[src/rtl/ats21_cmd_frontend.sv]
// ATS21 command front end: two-word capture for clients A and B, one holding slot each,
// and arbitration onto a single valid/ready instruction stream for the core.
module ats21_cmd_frontend #(
    parameter bit RR_ARB = 1'b1,
    parameter int WORD_W = 16
) (
    input  logic                  clk,
    input  logic                  reset,
    input  logic                  req,
    input  logic [WORD_W-1:0]     ctrlA,
    input  logic [WORD_W-1:0]     ctrlB,
    output logic                  busy,
    output logic                  ovf_a,
    output logic                  ovf_b,
    output logic                  out_valid,
    input  logic                  out_ready,
    output logic [2*WORD_W-1:0]   out_instr,
    output logic                  out_src
);

    localparam int IW = 2 * WORD_W;

    typedef enum logic {
        IDLE = 1'b0,
        LOW  = 1'b1
    } cap_state_e;

    cap_state_e        cap_q    [2];
    cap_state_e        cap_d    [2];
    logic [WORD_W-1:0] hi_q     [2];
    logic [WORD_W-1:0] hi_d     [2];
    logic [IW-1:0]     slot_q   [2];
    logic [IW-1:0]     slot_d   [2];
    logic [WORD_W-1:0] ctrl     [2];
    logic [1:0]        slot_v_q;
    logic [1:0]        slot_v_d;
    logic [1:0]        ovf_q;
    logic [1:0]        ovf_d;
    logic [1:0]        drain;
    logic              rr_q;
    logic              rr_d;
    logic              lock_q;
    logic              lock_d;
    logic              lock_src_q;
    logic              lock_src_d;
    logic              grant;
    logic              hs;

    assign ctrl[0] = ctrlA;
    assign ctrl[1] = ctrlB;

    // A presented-but-stalled grant is frozen so the core never sees the instruction change under it.
    always_comb begin
        grant = 1'b0;
        if (lock_q) begin
            grant = lock_src_q;
        end else if (slot_v_q[0] && slot_v_q[1]) begin
            grant = RR_ARB ? rr_q : 1'b0;
        end else begin
            grant = slot_v_q[1] & ~slot_v_q[0];
        end
    end

    assign hs       = out_valid & out_ready;
    assign drain[0] = hs & ~grant;
    assign drain[1] = hs & grant;

    // Index 0 is client A, index 1 is client B; both run the identical two-word capture.
    always_comb begin
        for (int i = 0; i < 2; i++) begin
            cap_d[i]    = cap_q[i];
            hi_d[i]     = hi_q[i];
            slot_d[i]   = slot_q[i];
            slot_v_d[i] = slot_v_q[i] & ~drain[i];
            ovf_d[i]    = 1'b0;
            case (cap_q[i])
                IDLE: begin
                    if (req && (ctrl[i][WORD_W-1 -: 3] != 3'b000)) begin
                        cap_d[i] = LOW;
                        hi_d[i]  = ctrl[i];
                    end
                end
                LOW: begin
                    cap_d[i] = IDLE;
                    if (slot_v_q[i] && !drain[i]) begin
                        ovf_d[i] = 1'b1;
                    end else begin
                        slot_d[i]   = {hi_q[i], ctrl[i]};
                        slot_v_d[i] = 1'b1;
                    end
                end
                default: cap_d[i] = IDLE;
            endcase
        end
    end

    // rr_q names the client favoured next when both slots are full.
    always_comb begin
        rr_d       = rr_q;
        lock_d     = out_valid & ~out_ready;
        lock_src_d = grant;
        if (hs) begin
            rr_d = ~grant;
        end
    end

    always_ff @(posedge clk) begin
        if (reset) begin
            for (int i = 0; i < 2; i++) begin
                cap_q[i]  <= IDLE;
                hi_q[i]   <= '0;
                slot_q[i] <= '0;
            end
            slot_v_q   <= '0;
            ovf_q      <= '0;
            rr_q       <= 1'b0;
            lock_q     <= 1'b0;
            lock_src_q <= 1'b0;
        end else begin
            for (int i = 0; i < 2; i++) begin
                cap_q[i]  <= cap_d[i];
                hi_q[i]   <= hi_d[i];
                slot_q[i] <= slot_d[i];
            end
            slot_v_q   <= slot_v_d;
            ovf_q      <= ovf_d;
            rr_q       <= rr_d;
            lock_q     <= lock_d;
            lock_src_q <= lock_src_d;
        end
    end

    assign out_valid = |slot_v_q;
    assign out_instr = slot_q[grant];
    assign out_src   = grant;
    assign ovf_a     = ovf_q[0];
    assign ovf_b     = ovf_q[1];
    assign busy      = (cap_q[0] == LOW) | (cap_q[1] == LOW) | out_valid;

endmodule

[config.mk]
export PLATFORM = sky130hd
export DESIGN_NAME = ats21_cmd_frontend
export DESIGN_NICKNAME = d
export VERILOG_FILES = /design/src/rtl/ats21_cmd_frontend.sv
export SDC_FILE = /design/constraint.sdc
export NUM_CORES = 1
export LEC_CHECK = 0
export ABC_AREA = 1
export BUFFER_PORTS_ARGS = -buffer_cell sky130_fd_sc_hd__buf_2
export CAP_MARGIN = 10
export CELL_PAD_IN_SITES_DETAIL_PLACEMENT = 0
export CELL_PAD_IN_SITES_GLOBAL_PLACEMENT = 2
export CORE_UTILIZATION = 30
export DETAILED_ROUTE_END_ITERATION = 6
export PLACE_DENSITY_LB_ADDON = 0.1
export RECOVER_POWER = 25
export SLEW_MARGIN = 15
export SYNTH_ARGS = -nofsm -noshare
export SYNTH_HDL_FRONTEND = slang
export SYNTH_SLANG_ARGS = --single-unit
[constraint.sdc]
create_clock -name clk -period 2.4 [get_ports clk]
set_input_delay 0.24 -clock clk [delete_from_list [all_inputs] [get_ports clk]]
set_output_delay 0.24 -clock clk [all_outputs]
set_load 0.01 [all_outputs]
==> impl_metrics.env <==
export IMPL_status="finished with violations"
export IMPL_violations="DRC"
export IMPL_maxCapViolCount=0
export IMPL_areaGrowthSynthToFinish_pct=17.4
export IMPL_arrival_ns=1.84
export IMPL_antenna_found_initial=0
export IMPL_antenna_cells=0
export IMPL_r2r_end="slot_q[1][14]"
export IMPL_slowest_delay_ns=0.36
export IMPL_vias=3261
export IMPL_place_hpwl_mm=8.16
export IMPL_grt_max_degree=32
export IMPL_start_kind="flip-flop"
export IMPL_fin_skew_ns=0.00509
export IMPL_worst_ep_required_time_ns=2.16
export IMPL_r2r_cells=7
export IMPL_die_y_um=125
export IMPL_timing_hold_ws_ns=0.0960
export IMPL_slew_viol_final=0
export IMPL_htreeDepth=3
export IMPL_final_nets=572
export IMPL_hold_buffers=0
export IMPL_drt_pass1_iter_count=6
export IMPL_fmax_mhz=482
export IMPL_die_area_mm2=0.0156
export IMPL_hold_violations=0
export IMPL_synth_top_family_by_area="compound AO/OA/AOI/OAI gates"
export IMPL_setup_ws_ns=0.323
export IMPL_crit_buf_inv=3
export IMPL_ys_warn_count=0
export IMPL_finalCritPeriodShare_pct=86.5
export IMPL_relSlewSlack_pct=23.6
export IMPL_rsz0062_at_grt="no"
export IMPL_synth_fp_nets=504
export IMPL_cts_tree="done"
export IMPL_hold_depth=2
export IMPL_final_layout_size_suffix_gt1_share_pct=24.8
export IMPL_slowest_stage="dfxtp_1"
export IMPL_grt_pass1_wl_mm=18.6
export IMPL_ant_nets=0
export IMPL_yosys_area_top_type="edfxtp_1"
export IMPL_gp_congestion=0.726
export IMPL_coreArea_mm2=0.0146
export IMPL_synth_xor_area_share_pct=0
export IMPL_whs_endpoint="lock_q"
export IMPL_rrSetupSlack_ns=0.35
export IMPL_yosysSeqAreaShare_pct=60.6
export IMPL_numPortBuffers=72
export IMPL_cts_root_buf="clkbuf_16"
export IMPL_synth_compound_area_share_pct=17.6
export IMPL_start_util_pct=30.9
export IMPL_synth_mux_area_share_pct=0
export IMPL_critical_path_max_fanout=21
export IMPL_timing_rr_start="slot_v_q[0]"
export IMPL_synth_seq_cells=105
export IMPL_yosysTopAreaCellShare_pct=42.5
export IMPL_cts_resized=0
export IMPL_crit_family="simple AND/OR/NAND/NOR gates"
export IMPL_cp_end_kind="primary output"
export IMPL_p_leak_nw=2.28
export IMPL_worstPathCellList="nand2_1 > nand2_1 > nand2_4 > inv_1 > buf_4 > nand2_1 > nand2_1 > buf_2"
export IMPL_setup_viol=0
export IMPL_post_cts_buffers=0
export IMPL_overflow=0
export IMPL_synth_fa_ha_area_share_pct=0
export IMPL_hp_class="in2reg"
export IMPL_io_pins=73
export IMPL_crit_top_cell="nand2_1"
export IMPL_fp_row_count=44
export IMPL_power_density_mw_per_mm2=766
export IMPL_vias_per_cell=4.50
export IMPL_track_usage_pct=16.1
export IMPL_grt_pass1_vias=3163
export IMPL_dr_first_iter_drc_count=206
export IMPL_routedWlPerCell_um=16.4
export IMPL_drc=6
export IMPL_synth_area_top_cells="edfxtp_1 (42%), dfxtp_1 (18%), nand2_1 (9.1%), a21oi_2 (7.7%), a21oi_1 (6.4%)"
export IMPL_insertion_delay_ns=0.35
export IMPL_synth_area_per_cell_um2=9.67
export IMPL_critPathKind="reg2out"
export IMPL_setup_tns_ns=0
export IMPL_drt_total_wl_mm=11.9
export IMPL_vdd_drop_max_mv=0.305
export IMPL_period_needed_ns=2.08
export IMPL_synth_simple_area_share_pct=11.3
export IMPL_netlist_instances=468
export IMPL_syn_area_mm2=0.00452
export IMPL_worst_pin_slew_ns=1.15
export IMPL_place_ws_ns=0.521
export IMPL_total_power_w=0.00407
export IMPL_hold_start="out_ready"
export IMPL_clk_pin_slew_worst_paths_ns=0.07
export IMPL_ys_types=17
export IMPL_cts_num_sinks=105
export IMPL_cts_made_buffers=9
export IMPL_dieWidth_um=125
export IMPL_clock_path_buffers=2
-- state kept, by name, indices dropped and copies added, names as in the netlist --
name        count
slot_q         64
hi_q           32
cap_q           2
ovf_q           2
slot_v_q        2
lock_q          1
lock_src_q      1
rr_q            1
-- per-stage QoR --
step / utilization [%] / area [um^2] / instances
3_3_place_gp: 34.5 / 5050 / 709
6_report: 36.3 / 5310 / 725
3_5_place_dp: 34.5 / 5050 / 709
4_1_cts: 36.5 / 5350 / 725
5_1_grt: 36.3 / 5310 / 725
2_1_floorplan: - / 4520 / 468
-- layout by cell type, fill, tap and decap left out, types with 2 or more instances in the layout --
cell type    n
nand3_1      7
clkbuf_1     9
buf_4       12
nand2_1    109
o21ai_0     31
dfxtp_1     41
nor2_1       8
edfxtp_1    64
buf_2       67
a21oi_1     62
a21oi_2     36
nand2_2      2
clkbuf_8     4
clkbuf_16    9
nor3_1       2
inv_1       74
-- per-layer routing --
layer,global-route usage (%),vias to the layer above,part of all wire [%]
met4,6.54,0,1.6
met2,22.4,61,42
met3,2.45,11,2.9
met5,0,-,0
li1,-,1658,-
met1,24.4,1531,53
-- cell usage after synthesis --
cell type	n
nand2_1	110
nand2_4	1
buf_6	10
nand3_1	7
nor2_2	1
nor2_1	8
clkbuf_1	17
buf_2	1
a21oi_2	40
o21ai_0	31
dfxtp_1	41
edfxtp_1	64
a21oi_1	58
nor3_1	2
inv_1	74
buf_4	2
nand2_2	1
-- cell type report --
type                    count  area, um^2
well taps                 184         230
clock inverters             1        7.51
clock buffers              15         288
repair buffers             87         472
multi-input cells         259        1290
fillers                  1539        9330
flip-flops and latches    105        2740
inverters                  74         278
-- kinds of logic (layout without fill, tap and decap cells) --
kind of cell,after synthesis,count (layout)
AOI/OAI and AO/OA,129,129
buffers and inverters,104,177
DFF,105,105
and+or+nand+nor,130,130
-- worst register-to-register path, cell delays in order (launching register included) --
cell	delay (ns)
dfxtp_1	0.33
nor2_1	0.25
nor2_1	0.07
nand3_1	0.10
nand2_1	0.10
nand2_2	0.47
buf_4	0.37
a21oi_1	0.11
-- power breakdown --
group          leakage [nW]  switching (W)  internal [W]  total, W
registers              1.00      0.0000379       0.00204   0.00208
clock network         0.142       0.000655      0.000820   0.00148
logic                  1.13       0.000346      0.000163  0.000509
-- worst max path at each step --
stage / startpoint / to / slack [ns] / cells past startpoint
finish: slot_v_q[0] / out_instr[0] / 0.32 / 8
global placement: slot_v_q[0] / slot_q[1][29] / 0.55 / 7
global route: cap_q[0][0] / hi_q[0][1] / 0.13 / 5
floorplan: slot_v_q[1] / slot_q[1][0] / 0.24 / 10
detailed placement: slot_v_q[0] / slot_q[1][28] / 0.52 / 7
CTS: slot_v_q[1] / out_instr[6] / 0.33 / 8
(Power assumes the default switching activity.)
